$ cat src/rtl/run_ctrl_pkg.sv
// Shared types, default parameters and helpers for the CPU run controller.
package run_ctrl_pkg;

  typedef enum logic [1:0] {
    RC_IDLE  = 2'd0,
    RC_RESET = 2'd1,
    RC_RUN   = 2'd2,
    RC_DONE  = 2'd3
  } rc_state_t;

  localparam int RC_NUM_CH       = 4;
  localparam int RC_DATA_W       = 32;
  localparam int RC_CYC_W        = 32;
  localparam int RC_RESET_CYCLES = 2;
  localparam int RC_MAX_CYCLES   = 1004;

  function automatic int sel_w(input int n);
    if (n > 1) return $clog2(n);
    else return 1;
  endfunction

endpackage

$ cat src/rtl/run_ctrl_capture.sv
// Capture bank for probe channels and halt code, with the channel readout mux.
module run_ctrl_capture
  import run_ctrl_pkg::*;
#(
  parameter int NUM_CH = RC_NUM_CH,
  parameter int DATA_W = RC_DATA_W,
  localparam int SEL_W = sel_w(NUM_CH)
) (
  input  logic                     clk_in,
  input  logic                     rst_n_in,
  input  logic                     cap_in,
  input  logic                     clr_in,
  input  logic [DATA_W-1:0]        code_in,
  input  logic [NUM_CH*DATA_W-1:0] probe_in,
  input  logic [SEL_W-1:0]         sel_in,
  output logic [DATA_W-1:0]        halt_code_out,
  output logic [DATA_W-1:0]        result_out
);

  logic [DATA_W-1:0] bank_r [NUM_CH];
  logic [DATA_W-1:0] code_r;

  // Capture registers: cleared at run start, loaded when the run ends.
  always_ff @(posedge clk_in or negedge rst_n_in) begin
    if (!rst_n_in) begin
      code_r <= {DATA_W{1'b0}};
      for (int k = 0; k < NUM_CH; k++) bank_r[k] <= {DATA_W{1'b0}};
    end else if (clr_in) begin
      code_r <= {DATA_W{1'b0}};
      for (int k = 0; k < NUM_CH; k++) bank_r[k] <= {DATA_W{1'b0}};
    end else if (cap_in) begin
      code_r <= code_in;
      for (int k = 0; k < NUM_CH; k++) bank_r[k] <= probe_in[k*DATA_W +: DATA_W];
    end
  end

  // Readout mux; selects beyond the last channel read as zero.
  always_comb begin
    result_out = {DATA_W{1'b0}};
    if ({1'b0, sel_in} < (SEL_W+1)'(NUM_CH)) result_out = bank_r[sel_in];
    else result_out = {DATA_W{1'b0}};
  end

  assign halt_code_out = code_r;

endmodule

$ cat src/rtl/cpu_run_ctrl.sv
// Run controller: resets, runs, and freezes the core, then latches results.
// Optional single-step support is compiled in with RUN_CTRL_STEP_EN.
module cpu_run_ctrl
  import run_ctrl_pkg::*;
#(
  parameter int NUM_CH       = RC_NUM_CH,
  parameter int DATA_W       = RC_DATA_W,
  parameter int CYC_W        = RC_CYC_W,
  parameter int RESET_CYCLES = RC_RESET_CYCLES,
  parameter int MAX_CYCLES   = RC_MAX_CYCLES,
  localparam int SEL_W       = sel_w(NUM_CH)
) (
  input  logic                     clk_in,
  input  logic                     rst_n_in,
  input  logic                     start_in,
  input  logic                     halt_in,
  input  logic [DATA_W-1:0]        halt_code_in,
  input  logic [NUM_CH*DATA_W-1:0] probe_in,
  input  logic [SEL_W-1:0]         sel_in,
`ifdef RUN_CTRL_STEP_EN
  input  logic                     step_mode_in,
  input  logic                     step_in,
`endif
  output logic                     cpu_rst_out,
  output logic                     cpu_en_out,
  output logic                     busy_out,
  output logic                     done_out,
  output logic                     timeout_out,
  output logic                     pass_out,
  output logic [CYC_W-1:0]         cycles_out,
  output logic [DATA_W-1:0]        halt_code_out,
  output logic [DATA_W-1:0]        result_out
);

  rc_state_t         state_r;
  logic [CYC_W-1:0]  rst_cnt_r;
  logic [CYC_W-1:0]  cycles_r;
  logic              start_prev_r;
  logic              cpu_rst_r, cpu_en_r, busy_r, done_r, timeout_r, pass_r;
  logic              start_edge_s, run_en_s, halt_hit_s, limit_hit_s, cap_s, clr_s;
  logic [CYC_W-1:0]  cnt_next_s;
  logic [DATA_W-1:0] cap_code_s;

  // Start-request rising-edge history.
  always_ff @(posedge clk_in or negedge rst_n_in) begin
    if (!rst_n_in) start_prev_r <= 1'b0;
    else start_prev_r <= start_in;
  end

  assign start_edge_s = start_in & ~start_prev_r;

`ifdef RUN_CTRL_STEP_EN
  logic step_prev_r;

  // Step-request rising-edge history.
  always_ff @(posedge clk_in or negedge rst_n_in) begin
    if (!rst_n_in) step_prev_r <= 1'b0;
    else step_prev_r <= step_in;
  end

  assign run_en_s = step_mode_in ? (step_in & ~step_prev_r) : 1'b1;
`else
  assign run_en_s = 1'b1;
`endif

  // Saturating count, end-of-run detection, and what the capture bank loads.
  always_comb begin
    cnt_next_s  = cycles_r;
    halt_hit_s  = 1'b0;
    limit_hit_s = 1'b0;
    cap_code_s  = {DATA_W{1'b0}};
    if (&cycles_r) cnt_next_s = cycles_r;
    else cnt_next_s = cycles_r + {{(CYC_W-1){1'b0}}, 1'b1};
    if (state_r == RC_RUN && cpu_en_r) begin
      halt_hit_s  = halt_in;
      limit_hit_s = ~halt_in & (cnt_next_s == CYC_W'(MAX_CYCLES));
    end else begin
      halt_hit_s  = 1'b0;
      limit_hit_s = 1'b0;
    end
    if (halt_hit_s) cap_code_s = halt_code_in;
    else cap_code_s = {DATA_W{1'b0}};
  end

  assign cap_s = halt_hit_s | limit_hit_s;
  assign clr_s = start_edge_s & ((state_r == RC_IDLE) | (state_r == RC_DONE));

  // Run sequencing FSM with registered core controls and status flags.
  always_ff @(posedge clk_in or negedge rst_n_in) begin
    if (!rst_n_in) begin
      state_r   <= RC_IDLE;
      rst_cnt_r <= {CYC_W{1'b0}};
      cycles_r  <= {CYC_W{1'b0}};
      cpu_rst_r <= 1'b1;
      cpu_en_r  <= 1'b0;
      busy_r    <= 1'b0;
      done_r    <= 1'b0;
      timeout_r <= 1'b0;
      pass_r    <= 1'b0;
    end else begin
      case (state_r)
        RC_IDLE, RC_DONE: begin
          if (start_edge_s) begin
            state_r   <= RC_RESET;
            rst_cnt_r <= {CYC_W{1'b0}};
            cycles_r  <= {CYC_W{1'b0}};
            cpu_rst_r <= 1'b1;
            cpu_en_r  <= 1'b0;
            busy_r    <= 1'b0;
            done_r    <= 1'b0;
            timeout_r <= 1'b0;
            pass_r    <= 1'b0;
          end
        end
        RC_RESET: begin
          if (rst_cnt_r == CYC_W'(RESET_CYCLES - 1)) begin
            state_r   <= RC_RUN;
            cpu_rst_r <= 1'b0;
            cpu_en_r  <= run_en_s;
            busy_r    <= 1'b1;
          end else begin
            rst_cnt_r <= rst_cnt_r + {{(CYC_W-1){1'b0}}, 1'b1};
          end
        end
        RC_RUN: begin
          if (cpu_en_r) cycles_r <= cnt_next_s;
          // Halt has priority over the budget limit on the same cycle.
          if (halt_hit_s) begin
            state_r  <= RC_DONE;
            cpu_en_r <= 1'b0;
            busy_r   <= 1'b0;
            done_r   <= 1'b1;
            pass_r   <= (halt_code_in == {DATA_W{1'b0}});
          end else if (limit_hit_s) begin
            state_r   <= RC_DONE;
            cpu_en_r  <= 1'b0;
            busy_r    <= 1'b0;
            done_r    <= 1'b1;
            timeout_r <= 1'b1;
          end else begin
            cpu_en_r <= run_en_s;
          end
        end
        default: begin
          state_r   <= RC_IDLE;
          cpu_rst_r <= 1'b1;
          cpu_en_r  <= 1'b0;
          busy_r    <= 1'b0;
          done_r    <= 1'b0;
        end
      endcase
    end
  end

  run_ctrl_capture #(
    .NUM_CH(NUM_CH),
    .DATA_W(DATA_W)
  ) u_capture (
    .clk_in       (clk_in),
    .rst_n_in     (rst_n_in),
    .cap_in       (cap_s),
    .clr_in       (clr_s),
    .code_in      (cap_code_s),
    .probe_in     (probe_in),
    .sel_in       (sel_in),
    .halt_code_out(halt_code_out),
    .result_out   (result_out)
  );

  assign cpu_rst_out = cpu_rst_r;
  assign cpu_en_out  = cpu_en_r;
  assign busy_out    = busy_r;
  assign done_out    = done_r;
  assign timeout_out = timeout_r;
  assign pass_out    = pass_r;
  assign cycles_out  = cycles_r;

endmodule

$ cat config.mk
export PLATFORM = sky130hd
export DESIGN_NAME = cpu_run_ctrl
export DESIGN_NICKNAME = d
export VERILOG_FILES = /design/src/rtl/run_ctrl_pkg.sv /design/src/rtl/run_ctrl_capture.sv /design/src/rtl/cpu_run_ctrl.sv
export SDC_FILE = /design/constraint.sdc
export NUM_CORES = 1
export LEC_CHECK = 0
export BUFFER_PORTS_ARGS = -buffer_cell sky130_fd_sc_hd__buf_4
export CAP_MARGIN = 25
export CORE_UTILIZATION = 50
export CTS_CLUSTER_DIAMETER = 150
export DETAILED_ROUTE_END_ITERATION = 8
export PLACE_DENSITY_LB_ADDON = 0.08
export SLEW_MARGIN = 20
export SYNTH_ARGS = -nofsm -noshare
export SYNTH_HDL_FRONTEND = slang
export SYNTH_SLANG_ARGS = --single-unit
$ cat constraint.sdc
create_clock -name clk_in -period 4.4 [get_ports clk_in]
set_input_delay 0.22 -clock clk_in [delete_from_list [all_inputs] [get_ports clk_in]]
set_output_delay 0.22 -clock clk_in [all_outputs]
set_load 0.01 [all_outputs]
==> results of run 1 <==
==> cell usage in the layout (no fill, tap or decap), drive strengths merged, types with 3 or more instances in the layout <==
cell type    netlist  routed
nand2            336     336
buf               33     288
dfrtp            232     232
dlygate4sd3        0     161
mux2i            133     133
nand3             70      70
a21oi             61      61
nor2              61      61
o21ai             50      50
clkbuf            60      39
mux4              32      32
nor4              25      25
nand4             22      22
xor2              21      21
and3              18      18
nor3              14      14
o31ai             13      13
xnor2             13      13
inv               11      13
and4               9       9
a22o               7       7
clkinv             0       7
nand2b             6       6
ha                 6       6
a31oi              5       5
nor2b              5       5
and2               5       5
mux2               5       5
nand3b             4       4
a21o               4       4
a211oi             3       3
==> cell type report <==
type	count	area [um^2]
Fill cell	1815	7249
Multi-Input combinational cell	956	6138
Sequential cell	233	5832
Timing Repair Buffer	449	3844
Clock buffer	39	760.7
Tap cell	324	405.4
Clock inverter	11	115.1
Inverter	11	41.29
Antenna cell	2	5.005
==> repair_timing <==
item	CTS	global route
endpoints found under the hold margin	274	0
setup endpoints to repair	0	0
hold buffers	161	0
==> how the worst max path moves through the flow <==
stage,from,to,slack (ns)
after floorplan,cycles_out[1],u_capture.bank_r[103],0.97
after global placement,cycles_out[0],u_capture.bank_r[100],0.51
after detailed placement,cycles_out[1],u_capture.bank_r[27],0.44
after CTS,cycles_out[1],u_capture.bank_r[100],0.42
after global routing,cycles_out[0],u_capture.bank_r[58],0.12
final,cycles_out[1],u_capture.bank_r[58],0.33
==> power groups by stage <==
stage | clock network, mW | logic [mW] | registers [mW]
6_report | 2.23 | 2.22 | 2.90
5_1_grt | 2.35 | 2.44 | 2.94
4_1_cts | 2.26 | 2.19 | 2.88
3_5_place_dp | 0 | 2.07 | 2.91
3_3_place_gp | 0 | 2.01 | 2.89
2_1_floorplan | 0 | 1.27 | 2.88
==> worst max-delay path: cells and delay by family, from the launching register on <==
family / cells / cell delay (ns)
buffers and inverters: 2 / 0.52
adders and majority gates: 1 / 0.34
and+or+nand+nor: 7 / 1.99
DFF: 1 / 0.47
muxes: 2 / 0.61
==> registers in the layout (all words and copies together), names as in the netlist <==
register                 flops
u_capture.halt_code_out     32
start_prev_r                 1
timeout_out                  1
cycles_out                  32
cpu_rst_out                  1
rst_cnt_r                   32
pass_out                     1
busy_out                     1
cpu_en_out                   1
u_capture.bank_r           128
done_out                     1
state_r                      2
==> stage by stage <==
stage	setup slack (ns)	instance area, um^2	utilization, %	power [mW]	instances
after floorplan	0.9664	12480	-	4.157	1293
after CTS	0.4189	17140	70.26	7.331	2023
final	0.3283	17140	70.28	7.342	2025
after detailed placement	0.4364	14650	60.06	4.980	1812
after global placement	0.5075	14650	60.06	4.904	1812
after global routing	0.1167	17140	70.27	7.730	2024
==> cells by family after synthesis <==
group	share of synthesized area [%]
and+or+nand+nor	21.55
DFF	46.71
muxes	16.89
AOI/OAI and AO/OA	7.727
buffers and inverters	4.139
xor gates and xnor gates	2.385
adders and majority gates	0.6013
==> per-layer routing <==
| metal | wire [um] | vias up |
|---|---|---|
| li1 | - | 5309 |
| met1 | 15420 | 5482 |
| met4 | 1281 | 0 |
| met3 | 2236 | 87 |
| met5 | 0 | - |
| met2 | 17830 | 449 |
==> impl_metrics.env, run 1 <==
export IMPL_cts_tree="done"
export IMPL_power_static_leakage_nw=8.896
export IMPL_netlist_top_cell_by_area="dfrtp_1"
export IMPL_drive_above_1_share_pct=22.66
export IMPL_clk_path_buf_depth=3
export IMPL_relSlewSlack_pct=29.14
export IMPL_synthesis_area_um2=12480
export IMPL_rr_worst_depth=12
export IMPL_run_status="completed"
export IMPL_cts_buffers=27
export IMPL_synth_area_leaders="dfrtp_1, mux2i_1, nand2_1, mux4_2, nand3_1"
export IMPL_cts_root_buf="clkbuf_16"
export IMPL_synth_ff_type="dfrtp_1"
export IMPL_cp_max_fo=45
export IMPL_postCtsSetupBuffers=0
export IMPL_met1_usage_pct=38.12
export IMPL_ys_seq_area_share_pct=46.71
export IMPL_swShare_pct=32.49
export IMPL_clock_fmax_ghz=0.2456
export IMPL_grt_pass1_vias=11630
export IMPL_clkTransAtPathRegs_ns=0.06
export IMPL_routed_wl_mm=36.77
export IMPL_r2r_start="cycles_out[1]"
export IMPL_final_period_utilization_pct=92.54
export IMPL_dr_pass1_iters=6
export IMPL_yosys_warnings=0
export IMPL_yosys_area_top_type_share_pct=46.50
export IMPL_min_from="probe_in[3]"
export IMPL_post_cts_resized=0
export IMPL_ir_worst_vdd_mv=0.3568
export IMPL_avgSynthCellArea_um2=9.655
export IMPL_comb_power_share_pct=30.2
export IMPL_vias=11330
export IMPL_routed_via_density=5.594
export IMPL_power_frac_seq_pct=39.4
export IMPL_hold_violations=0
export IMPL_critPathArrivalTime_ns=4.52
export IMPL_hold_class="input port to flop"
export IMPL_yosysMostFrequentCell="nand2_1"
export IMPL_switchingPower_mw=2.385
export IMPL_die_x_um=160.0
export IMPL_maxCapViolCount=0
export IMPL_synth_common_cells="nand2_1, dfrtp_1, mux2i_1"
export IMPL_gr_max_usage_layer="met2"
export IMPL_worstHoldPathCells=3
export IMPL_grtUsageTotal_pct=28.67
export IMPL_grt_use_met2_pct=47.39
export IMPL_drv_slew=0
export IMPL_skew_ns=0.01769
export IMPL_ys_types=65
export IMPL_power_density_nw_per_um2=428.3
export IMPL_ys_seq_elements=233
export IMPL_worstMarginPinSlew_ns=1.063
export IMPL_crit_path_max_incr_delay_ns=0.53
export IMPL_period_needed_ns=4.072
export IMPL_h_tree_depth=1
export IMPL_fin_setup_tns_ns=0
export IMPL_cp_cell_sequence="ha_1 > and3_1 > nand3_2 > nor4_1 > mux2_2 > or4_1 > nor4_2 > nand4_1 > buf_4 > and2_4 > buf_12 > mux2i_1"
export IMPL_grt_pass1_wl_mm=59.84
export IMPL_end_kind="flop"
export IMPL_clkLatencyLatePin_ns=0.54
export IMPL_grt_max_degree=260
export IMPL_synthesis_nets=1465
export IMPL_dp_hpwl_mm=22.07
export IMPL_gp_congestion=0.8929
export IMPL_met3_usage_pct=4.597
export IMPL_drc_errors=0
export IMPL_wl_per_cell_um=18.16
export IMPL_grt_overflow=0
export IMPL_cp_slowest_cell="or4_1"
export IMPL_nNetsFinal=1850
export IMPL_cp_start_kind="flop"
export IMPL_syn_inst=1293
export IMPL_die_area_um2=25600
export IMPL_port_buffers=267
export IMPL_finalSetupViolCount=0
export IMPL_async_reset_ff_share_pct=100.0
export IMPL_cp_required_ns=4.85
export IMPL_die_y_um=160.0
export IMPL_whs_ns=0.03620
export IMPL_core_um2=24390
export IMPL_antenna_found_initial=2
export IMPL_syn2layout_area_growth_pct=37.30
export IMPL_p_int_mw=4.957
export IMPL_worstSetupPathType="flop to flop"
export IMPL_antenna_left=0
export IMPL_clkSinkCount=233
export IMPL_regToRegEndpoint="u_capture.bank_r[58]"
export IMPL_synth_edf_count=0
export IMPL_rows=57
export IMPL_rsz0062_at_grt="no"
export IMPL_min_to="u_capture.bank_r[99]"
export IMPL_r2r_slack_ns=0.33
export IMPL_start_util_pct=51.18
export IMPL_drt_iter0_drc=915
export IMPL_io_pin_count=268
export IMPL_clkPwrFrac_pct=30.3
No activity file was read; power rests on OpenSTA's default activity.
==> run 2: changes to the inputs <==
--- a/config.mk
+++ b/config.mk
@@ -11,6 +11,7 @@
 export CTS_CLUSTER_DIAMETER = 150
 export DETAILED_ROUTE_END_ITERATION = 8
 export PLACE_DENSITY_LB_ADDON = 0.08
+export REMOVE_ABC_BUFFERS = 1
 export SLEW_MARGIN = 20
 export SYNTH_ARGS = -nofsm -noshare
 export SYNTH_HDL_FRONTEND = slang
==> impl_metrics.env, run 2 (synthesized netlist as in run 1, its figures left out) <==
export IMPL_run_status="completed"
export IMPL_final_cell_mix="nand2_1, buf_4, dfrtp_1"
export IMPL_cp_max_fo=27
export IMPL_clk_path_buf_depth=3
export IMPL_routed_via_density=5.571
export IMPL_end_kind="flop"
export IMPL_worstMarginPinSlew_ns=1.054
export IMPL_clkSinkCount=233
export IMPL_hold_class="input port to flop"
export IMPL_grtUsageTotal_pct=28.50
export IMPL_finalSetupViolCount=0
export IMPL_drive_above_1_share_pct=22.37
export IMPL_instances_no_fill=2022
export IMPL_core_um2=24390
export IMPL_rsz0062_at_grt="no"
export IMPL_cts_buffers=26
export IMPL_clkTransAtPathRegs_ns=0.06
export IMPL_power_static_leakage_nw=8.862
export IMPL_dp_cells=1812
export IMPL_grt_pass1_vias=11260
export IMPL_postLayoutCellArea_um2=17100
export IMPL_comb_power_share_pct=30.3
export IMPL_io_pin_count=268
export IMPL_ir_worst_vdd_mv=0.3646
export IMPL_grt_pass1_wl_mm=58.94
export IMPL_clkPwrFrac_pct=30.0
export IMPL_cts_root_buf="clkbuf_16"
export IMPL_cts_tree="done"
export IMPL_final_period_utilization_pct=91.56
export IMPL_h_tree_depth=1
export IMPL_routed_wl_mm=36.51
export IMPL_cp_start_kind="flop"
export IMPL_rows=57
export IMPL_period_needed_ns=4.029
export IMPL_start_util_pct=51.18
export IMPL_power_frac_seq_pct=39.7
export IMPL_post_cts_resized=0
export IMPL_switchingPower_mw=2.300
export IMPL_clock_fmax_ghz=0.2482
export IMPL_largest_register_ffs=128
export IMPL_ctsHoldBuffers=161
export IMPL_wl_per_cell_um=18.06
export IMPL_antenna_left=0
export IMPL_final_common_cell="nand2_1"
export IMPL_grt_max_degree=260
export IMPL_die_area_um2=25600
export IMPL_gp_congestion=0.9461
export IMPL_die_x_um=160.0
export IMPL_dr_pass1_iters=6
export IMPL_power_density_nw_per_um2=425.0
export IMPL_swShare_pct=31.64
export IMPL_dp_hpwl_mm=23.06
export IMPL_worstSetupPathType="flop to flop"
export IMPL_skew_ns=0.01054
export IMPL_syn2layout_area_growth_pct=36.99
export IMPL_nNetsFinal=1849
export IMPL_top_register="u_capture.bank_r"
export IMPL_postCtsSetupBuffers=0
export IMPL_power_total_mw=7.269
export IMPL_relSlewSlack_pct=29.73
export IMPL_placed_cell_area_um2=14620
export IMPL_critPathArrivalTime_ns=4.42
export IMPL_hold_violations=0
export IMPL_die_y_um=160.0
export IMPL_drt_iter0_drc=882
export IMPL_p_int_mw=4.970
export IMPL_drc_errors=0
export IMPL_cp_required_ns=4.80
export IMPL_maxCapViolCount=0
export IMPL_final_core_util_pct=70.12
export IMPL_antenna_found_initial=5
export IMPL_port_buffers=267
export IMPL_grt_overflow=0
export IMPL_clkLatencyLatePin_ns=0.53
export IMPL_vias=11260
export IMPL_drv_slew=0
## run 2: cell count changes in the layout (fill, tap and decap cells not counted), sizes merged
cell,previous run,this run
clkinv,7,1
inv,13,11
clkbuf,39,42
diode,2,4
## run 2: metrics by stage
stage          TNS (ns)  hold WS (ns)  setup WS, ns
2_1_floorplan   -621.55      -0.07559        -3.745
3_3_place_gp          0        0.3156        0.5619
3_5_place_dp          0        0.3089        0.4406
4_1_cts               0      0.004296        0.4161
5_1_grt               0       0.03267       0.06433
6_report              0       0.01861        0.3714
## run 2: layer usage
metal,global-route usage (%),vias up,wire [um]
met4,9.654,2,1130
li1,-,5288,-
met1,39.21,5473,15890
met2,45.63,419,17180
met3,5.117,82,2301
met5,0,-,13
## run 2: power by group through the flow
| stage | clock network (mW) | logic [mW] | registers (mW) |
|---|---|---|---|
| 6_report | 2.18 | 2.20 | 2.89 |
| 5_1_grt | 2.31 | 2.43 | 2.94 |
| 4_1_cts | 2.22 | 2.20 | 2.88 |
| 3_5_place_dp | 0 | 2.07 | 2.91 |
| 3_3_place_gp | 0 | 2.03 | 2.89 |
| 2_1_floorplan | 0 | 1.33 | 2.89 |
## run 2: area by class of cell
cell class / count / area, um^2
clock buffer: 42 / 792.0
fill: 1875 / 7288
timing repair buffer: 449 / 3819
clock inverter: 3 / 65.06
antenna: 4 / 10.01
inverter: 11 / 41.29
sequential: 233 / 5832
multi-input combinational: 956 / 6138
tap: 324 / 405.4
## run 2: critical path, cell delays in order, from the launching register on
cell	delay, ns
dfrtp_1	0.46
ha_1	0.34
and3_1	0.24
nand3_2	0.20
nor4_1	0.45
mux2_2	0.38
or4_1	0.54
nor4_2	0.16
nand4_1	0.25
and2_4	0.40
buf_4	0.30
mux2i_1	0.16
## run 2: path summary, 6_finish.rpt
kind | from | end | slack (ns) | cells past startpoint
max | cycles_out[1] | u_capture.bank_r[65] | 0.37 | 11
min reg2reg | cpu_rst_out | cpu_rst_out | 0.51 | 2
max in group asynchronous | rst_n_in | u_capture.bank_r[84] | 2.88 | 3
min | probe_in[10] | u_capture.bank_r[106] | 0.02 | 3
min in group asynchronous | rst_n_in | u_capture.bank_r[100] | 0.32 | 2
max reg2reg | cycles_out[1] | u_capture.bank_r[65] | 0.37 | 11
